[src/rtl/interboard_receiver_pkg.sv]
// ==========================================================================
// interboard_receiver_pkg : shared link constants, message codes, FSM states
// Rev 1.0
// ==========================================================================
`default_nettype none

package interboard_receiver_pkg;

  localparam logic [3:0] MSG_RST      = 4'd1;
  localparam logic [3:0] MSG_MOVE     = 4'd2;
  localparam logic [3:0] MSG_DRAW     = 4'd3;
  localparam logic [3:0] MSG_END_TURN = 4'd4;

  localparam int IB_DATA_W = 6;
  localparam int IB_WORDS  = 3;

  typedef enum logic [1:0] {
    ST_DRAIN    = 2'd0,
    ST_WAIT_REQ = 2'd1,
    ST_ACKED    = 2'd2
  } rx_state_t;

endpackage

`default_nettype wire

[src/rtl/interboard_receiver_sync_2ff.sv]
// ==========================================================================
// sync_2ff : single-bit two-flop synchronizer, synchronous active-high reset
// Rev 1.0
// ==========================================================================
`default_nettype none

module sync_2ff (
  input  logic clk,
  input  logic rst,
  input  logic i_d,
  output logic o_q
);

  logic r_meta;
  logic r_sync;

  always_ff @(posedge clk) begin
    if (rst) begin
      r_meta <= 1'b0;
      r_sync <= 1'b0;
    end else begin
      r_meta <= i_d;
      r_sync <= r_meta;
    end
  end

  assign o_q = r_sync;

endmodule

`default_nettype wire

[src/rtl/interboard_receiver.sv]
// ==========================================================================
// interboard_receiver : 4-phase req/ack receiver for 3-word inter-board packets
// Rev 1.0
// ==========================================================================
`default_nettype none

module interboard_receiver
  import interboard_receiver_pkg::*;
#(
  parameter int PLAYER  = 0,
  parameter int TIMEOUT = 1_000_000
) (
  input  logic                 clk,
  input  logic                 rst,
  input  logic                 req_in,
  input  logic [IB_DATA_W-1:0] data_in,
  output logic                 ack_out,
  output logic                 msg_valid,
  output logic [3:0]           msg_type,
  output logic                 msg_player,
  output logic [11:0]          msg_payload,
  output logic                 interboard_rst,
  output logic                 link_err
);

  localparam int              CW         = (TIMEOUT > 4) ? $clog2(TIMEOUT) : 2;
  localparam logic [CW-1:0]   c_TO_LAST  = CW'(TIMEOUT - 1);
  localparam logic [CW-1:0]   c_SETTLE   = CW'(2);
  localparam logic [1:0]      c_LAST_IDX = 2'(IB_WORDS - 1);
  localparam logic            c_PLAYER   = 1'(PLAYER);

  logic w_req_s;

  sync_2ff u_sync (
    .clk (clk),
    .rst (rst),
    .i_d (req_in),
    .o_q (w_req_s)
  );

  rx_state_t               r_state, w_state_nx;
  logic [1:0]              r_word_idx, w_idx_nx;
  logic [CW-1:0]           r_cnt, w_cnt_nx;
  logic [IB_DATA_W-1:1]    r_w0, w_w0_nx;
  logic [IB_DATA_W-1:0]    r_w1, w_w1_nx, r_w2, w_w2_nx;
  logic                    r_ack, w_ack_nx;
  logic                    r_valid, w_valid_nx;
  logic                    r_irst, w_irst_nx;
  logic                    r_err, w_err_nx;
  logic [3:0]              r_type, w_type_nx;
  logic                    r_pl, w_pl_nx;
  logic [11:0]             r_pay, w_pay_nx;
  logic                    w_timeout;

  always_comb begin
    w_state_nx = r_state;
    w_idx_nx   = r_word_idx;
    w_cnt_nx   = r_cnt;
    w_w0_nx    = r_w0;
    w_w1_nx    = r_w1;
    w_w2_nx    = r_w2;
    w_ack_nx   = r_ack;
    w_valid_nx = 1'b0;
    w_irst_nx  = 1'b0;
    w_err_nx   = 1'b0;
    w_type_nx  = r_type;
    w_pl_nx    = r_pl;
    w_pay_nx   = r_pay;
    w_timeout  = (r_cnt == c_TO_LAST);

    case (r_state)
      // Wait for the synchronizer to flush before trusting a low req_s, so a
      // req that was already high across reset is never taken as a fresh rise.
      ST_DRAIN: begin
        w_ack_nx = 1'b0;
        if (!w_req_s && r_cnt >= c_SETTLE) begin
          w_state_nx = ST_WAIT_REQ;
        end else if (r_cnt < c_SETTLE) begin
          w_cnt_nx = r_cnt + 1'b1;
        end
      end

      ST_WAIT_REQ: begin
        if (w_req_s) begin
          case (r_word_idx)
            2'd0:    w_w0_nx = data_in[IB_DATA_W-1:1];
            2'd1:    w_w1_nx = data_in;
            default: w_w2_nx = data_in;
          endcase
          w_ack_nx   = 1'b1;
          w_state_nx = ST_ACKED;
        end else if (r_word_idx != 2'd0) begin
          if (w_timeout) begin
            w_err_nx   = 1'b1;
            w_ack_nx   = 1'b0;
            w_idx_nx   = 2'd0;
            w_state_nx = ST_DRAIN;
          end else begin
            w_cnt_nx = r_cnt + 1'b1;
          end
        end
      end

      ST_ACKED: begin
        if (!w_req_s) begin
          w_ack_nx   = 1'b0;
          w_state_nx = ST_WAIT_REQ;
          if (r_word_idx < c_LAST_IDX) begin
            w_idx_nx = r_word_idx + 2'd1;
          end else begin
            w_idx_nx = 2'd0;
            if (r_w0[1] != c_PLAYER) begin
              w_valid_nx = 1'b1;
              w_type_nx  = r_w0[5:2];
              w_pl_nx    = r_w0[1];
              w_pay_nx   = {r_w1, r_w2};
              w_irst_nx  = (r_w0[5:2] == MSG_RST);
            end else begin
              w_err_nx = 1'b1;
            end
          end
        end else if (w_timeout) begin
          w_err_nx   = 1'b1;
          w_ack_nx   = 1'b0;
          w_idx_nx   = 2'd0;
          w_state_nx = ST_DRAIN;
        end else begin
          w_cnt_nx = r_cnt + 1'b1;
        end
      end

      default: w_state_nx = ST_DRAIN;
    endcase

    if (w_state_nx != r_state) begin
      w_cnt_nx = '0;
    end
  end

  always_ff @(posedge clk) begin
    if (rst) begin
      r_state    <= ST_DRAIN;
      r_word_idx <= 2'd0;
      r_cnt      <= '0;
      r_w0       <= '0;
      r_w1       <= '0;
      r_w2       <= '0;
      r_ack      <= 1'b0;
      r_valid    <= 1'b0;
      r_irst     <= 1'b0;
      r_err      <= 1'b0;
      r_type     <= 4'd0;
      r_pl       <= 1'b0;
      r_pay      <= 12'd0;
    end else begin
      r_state    <= w_state_nx;
      r_word_idx <= w_idx_nx;
      r_cnt      <= w_cnt_nx;
      r_w0       <= w_w0_nx;
      r_w1       <= w_w1_nx;
      r_w2       <= w_w2_nx;
      r_ack      <= w_ack_nx;
      r_valid    <= w_valid_nx;
      r_irst     <= w_irst_nx;
      r_err      <= w_err_nx;
      r_type     <= w_type_nx;
      r_pl       <= w_pl_nx;
      r_pay      <= w_pay_nx;
    end
  end

  assign ack_out        = r_ack;
  assign msg_valid      = r_valid;
  assign msg_type       = r_type;
  assign msg_player     = r_pl;
  assign msg_payload    = r_pay;
  assign interboard_rst = r_irst;
  assign link_err       = r_err;

endmodule

`default_nettype wire

[config.mk]
export PLATFORM = sky130hd
export DESIGN_NAME = interboard_receiver
export DESIGN_NICKNAME = d
export VERILOG_FILES = /design/src/rtl/interboard_receiver_pkg.sv /design/src/rtl/interboard_receiver_sync_2ff.sv /design/src/rtl/interboard_receiver.sv
export SDC_FILE = /design/constraint.sdc
export NUM_CORES = 1
export LEC_CHECK = 0
export ABC_AREA = 0
export CAP_MARGIN = 20
export CORE_UTILIZATION = 25
export DETAILED_ROUTE_END_ITERATION = 10
export GPL_TIMING_DRIVEN = 0
export SYNTH_ARGS = -nofsm -noshare
export SYNTH_HDL_FRONTEND = slang
export SYNTH_HIERARCHICAL = 1
export SYNTH_SLANG_ARGS = --single-unit
[constraint.sdc]
create_clock -name clk -period 2.35 [get_ports clk]
set_clock_uncertainty 0.1 [all_clocks]
set_input_delay 0.5875 -clock clk [delete_from_list [all_inputs] [get_ports clk]]
set_output_delay 0.5875 -clock clk [all_outputs]
set_load 0.05 [all_outputs]
Word level (Yosys, flattened, before mapping)
Index checks and enable logic that the tools add are counted.
{"block": "classes", "add_sub_neg": 2, "magnitude_cmp": 3, "n_eq_ne": 12, "muxes": 32, "bitwise": 5, "reduce_logical": 18}
{"operator": "two-way mux 20 bit", "n": 6}
{"operator": "one-hot mux 20 bit (3 select lines)", "n": 1}
{"operator": "adder 20 x 1 -> 20 bit (second input constant)", "n": 1}
{"operator": "equality test 20 bit (second input constant)", "n": 1}
{"operator": "greater-or-equal comparator 20 x 2 -> 1 bit (second input constant)", "n": 1}
{"operator": "less-than comparator 20 x 2 -> 1 bit (second input constant)", "n": 1}
{"operator": "two-way mux 2 bit", "n": 10}
{"operator": "AND reduction 3 bit", "n": 4}
{"operator": "two-way mux 1 bit", "n": 11}
{"operator": "!= test 2 bit (second input constant)", "n": 4}
{"operator": "one-hot mux 2 bit (3 select lines)", "n": 1}
{"operator": "AND reduction 6 bit", "n": 1}
{"operator": "NOT 1 bit", "n": 5}
{"operator": "OR reduction 5 bit", "n": 1}
{"operator": "equality test 2 x 1 -> 1 bit (second input constant)", "n": 2}
{"operator": "equality test 4 x 1 -> 1 bit (second input constant)", "n": 1}
{"operator": "zero test 2 bit", "n": 2}
{"operator": "one-hot mux 2 bit (2 select lines)", "n": 1}
{"operator": "AND reduction 4 bit", "n": 1}
{"operator": "nonzero test 2 bit", "n": 2}
{"operator": "OR reduction 2 bit", "n": 2}
{"operator": "OR reduction 4 bit", "n": 1}
{"operator": "!= test 3 x 2 -> 1 bit (second input constant)", "n": 1}
{"operator": "one-hot mux 1 bit (3 select lines)", "n": 1}
{"operator": "10 further kinds", "n": 10}
{"block": "totals", "regBits": 64, "in_bits": 9, "elab_cells": 87}

Logic depth before layout (Yosys ltp)
{"block": "logic_depth", "word_depth": 7, "ltp_mapped": 9}

Hierarchy
The synthesis kept the hierarchy.
{"mod": "interboard_receiver", "n_inst": 1, "cells_each": 331, "area_each_um2": 2808.9, "seq_area_each_um2": 1241.2}
{"mod": "sync_2ff", "n_inst": 1, "cells_each": 4, "area_each_um2": 52.6, "seq_area_each_um2": 40.0}

Worst setup path after synthesis
No wires, ideal clock.
{"block": "synth_timing", "kind": "reg-to-reg", "start": "register r_state[0]", "end": "register r_cnt[8]", "setup_time_ps": 71, "arrival_time_ps": 2387, "path_slack_ps": -207, "stages_incl_launch_ff": 10, "n_path_buf": 1, "synth_period_minus_slack_ps": 2557, "path_cell_list": "dfxtp_1 -> inv_1 -> ha_1 -> nor2b_1 -> a211oi_1 -> o21ai_1 -> or3_1 -> buf_2 -> or3_1 -> a21oi_1"}
{"block": "synth_via", "elab_chain_len": 6, "word_cells_on_any_way": 19, "classes_between": "eq/ne: 8; mux: 7; reduce/logical: 4"}
{"element": "start, declared", "line_no": "interboard_receiver.sv:41", "source": "rx_state_t r_state, w_state_nx;"}
{"element": "start signal, assigned", "line_no": "interboard_receiver.sv:156", "source": "r_state <= w_state_nx;"}
{"element": "two-way mux 2 bit", "line_no": "interboard_receiver.sv:93, interboard_receiver.sv:122"}
{"element": "two-way mux 2 bit", "line_no": "interboard_receiver.sv:92", "source": "end else if (r_word_idx != 2'd0) begin"}
{"element": "two-way mux 2 bit", "line_no": "interboard_receiver.sv:84", "source": "if (w_req_s) begin"}
{"element": "one-hot mux 2 bit (3 select lines)", "line_no": "interboard_receiver.sv:71", "source": "case (r_state)"}
{"element": "!= test 2 bit", "line_no": "interboard_receiver.sv:135", "source": "if (w_state_nx != r_state) begin"}
{"element": "OR reduction 2 bit (no source line)"}
{"element": "end signal, assigned", "line_no": "interboard_receiver.sv:158", "source": "r_cnt <= w_cnt_nx;"}
{"element": "end, declared", "line_no": "interboard_receiver.sv:43", "source": "logic [CW-1:0] r_cnt, w_cnt_nx;"}
Several ways; a longest one is shown, not always the timed one.
A chain may end at the register's enable or synchronous reset.

Worst setup path in the final report
{"block": "layout_timing", "start": "register r_cnt[6]", "end": "register r_cnt[8]"}
{"block": "layout_via", "elab_chain_len": 7, "word_cells_on_any_way": 23, "classes_between": "add/sub: 1; order compare: 2; eq/ne: 4; mux: 13; reduce/logical: 3"}
{"element": "parallel branches: the longest is 7 deep, another holds greater-or-equal comparator 20 x 2 -> 1 bit"}
Several ways; the timed one is not identified. The select of a mux whose other input is x is not followed.

==> metrics.cfg <==
[logic_synthesis]
ys.warnings.count=6
ys_top_cells_by_area=dfxtp_1, mux2i_1, nand2_1
yosys.area_share.simple_pct=24.8
synth_cell_types=50
syn_area_per_cell_um2=8.54
synth_xor_xnor_area_share_pct=4.29
synth_seq_area_share_pct=44.8
synthesis.area_um2=2860
synth.most_common_cell=dfxtp_1
synth_seq_cells=64
synth-compound-area-share_pct=14.0
synthAdderAreaFrac_pct=2.62
synth_top_family_by_area=simple AND/OR/NAND/NOR gates
syn_inst=335
syn_nets=350
yosys-mux-area-fraction_pct=5.95
synth_top_area_share_pct=44.8
synth_top_cell_by_area=dfxtp_1
synth_edf_count=0
ys.flop_type=dfxtp_1
ys_async_sr_fraction_pct=0
synth_commonest_cells=dfxtp_1, nand2_1, nor2_1

[status]
violations=negative setup slack
status=complete, but fails checks

[power]
p_total_mw=3.28
leakage_nw=1.34
max-vdd-ir-drop_mv=0.521
power_density_nw_per_um2=855

[grt]
grt_pass1_vias=2343
antenna_found_initial=0
grt_overflow_total=0
grt_pass1_wl_um=11700
grt_max_degree=13
grt.total_usage_pct=12.6

[die]
die_height_um=109
initial_utilization_pct=26.1
rows=38
chipWidth_um=109
boundaryPins=30
coreArea_um2=11000
die_area_um2=11900

[sta]
worst_pin_slew_ns=0.614
rsz0062_at_grt=true
layout_min_cycle_time_ns=2.39
setup_viol=2
holdWs_ns=0.332
drv_slew=0
max-slew-margin-rel_pct=58.8
hold_violations=0
fin_ws_ns=-0.0400
tns_ns=-0.0478
fmax_mhz=418
fin_crit_sh_pct=102

[routing]
routedWlPerCell_um=13.5
antenna_left=0
wl_um=7110
drtIter0Drc=139
vias_per_cell=4.91
drc=0
first_pass_iters=4
vias=2591

[setup_path]
crit_type=reg -> reg
startpoint_type=flop
slowest_stage=or4_4
crit_top_cell=or3_1
worst_setup_path_end_kind=flop
critPathMaxFanout=7
path_cells=or4_4 > o31a_1 > or3_1 > buf_6 > or3_1 > a21oi_2
cp.arrival_ns=2.55
crit_required_ns=2.51
cpPeakStageDelay_ns=0.56
ff2ff_setup_slack_ns=-0.04

[cts]
clk_pin_slew_worst_paths_ns=0.05
cts.path.max_buffers=2
cts_root_buf=clkbuf_16
cts_buffers=9
cts_sinks=64
cts_max_level=3
cts_tree=built
clk-insertion-delay-late_ns=0.33

[placed_design]
gp_congestion=0.857
dp.cells=504
io_buffers=29
placed_cell_area_um2=3340
hpwl_um=4880
preCtsSetupSlack_ns=-0.317

[finish]
fin_util_pct=34.9
area_growth_pct=33.9
post-route-cell-area_um2=3830
fin_cells=528
n_antenna_cell=0
drive_gt1_share_pct=13.4
layout.nets=398

[worst_hold_path]
min_path_type=reg -> reg

[job]
max_cap_viol_count=0

==> cells by family after synthesis <==
logic type | count (synthesis)
adder cells (fa/ha/maj) | 6
XOR/XNOR | 14
AND/OR/NAND/NOR | 145
multiplexers | 17
buffers and inverters | 26
AO/OA/AOI/OAI | 63
flip-flops | 64
==> state kept, by name, indices dropped and copies added (netlist names) <==
signal	count
interboard_rst	1
msg_type	4
msg_payload	12
msg_player	1
link_err	1
u_sync/o_q	1
r_w1	6
msg_valid	1
r_cnt	20
ack_out	1
r_w2	6
r_word_idx	2
u_sync/r_meta	1
r_w0	5
r_state	2
==> critical path: cells and delay by family (launching register included) <==
family	cells	cell delay, ns
and+or+nand+nor	3	1.28
buffers and inverters	1	0.14
DFF	1	0.37
AOI/OAI and AO/OA	2	0.44
==> per-layer routing <==
layer  global-route usage (%)  up-vias  part of all wire, %
li1                         -     1279                    -
met1                     16.7     1237                   47
met2                     19.6       69                   47
met3                     3.11        6                  4.5
met4                     5.12        0                  1.0
met5                        0        -                    0
==> report_power, final <==
| group | switching (mW) | internal (mW) | leakage (nW) | total, mW |
|---|---|---|---|---|
| clock network | 0.499 | 0.960 | 0.151 | 1.46 |
| registers | 0.0382 | 1.12 | 0.519 | 1.16 |
| logic | 0.390 | 0.269 | 0.671 | 0.659 |
==> area by class of cell <==
class	instances	area (µm²)
fillers	1092	7150
inverters	10	37.5
multi-input cells	245	1560
clock buffers	10	239
clock inverters	6	91.3
flip-flops and latches	64	1290
repair buffers	37	350
well taps	140	175
plain buffers	16	78.8
==> path summary, 6_finish.rpt <==
kind                     end  cells after the start           from
setup / recovery    r_cnt[8]                      6       r_cnt[6]
hold / removal    u_sync/o_q                      1  u_sync/r_meta
setup reg to reg    r_cnt[8]                      6       r_cnt[6]
hold reg to reg   u_sync/o_q                      1  u_sync/r_meta
==> layout by cell type (no fill, tap or decap), drive strengths merged, types with 3 or more instances in the layout <==
master          n
clkinvlp        3
o21ai          10
nor4            9
ha              6
inv            11
nand4           6
nand3          10
buf            14
nor2           42
or3             5
mux2i          17
a21oi          26
o31ai           3
clkdlybuf4s50  29
and3            3
nor3b           3
xnor2          13
nor4b           3
clkbuf         20
nor2b           6
nand2          43
nor3            9
dfxtp          64
==> what timing repair did <==
action / CTS / global route
endpoints found under the setup margin: 31 / 26
hold buffers: 0 / 0
resized for setup: 16 / 17
pin swaps: 3 / 5
hold endpoints to repair: 0 / 0
buffers inserted: 6 / 2
(Power assumes the default switching activity.)
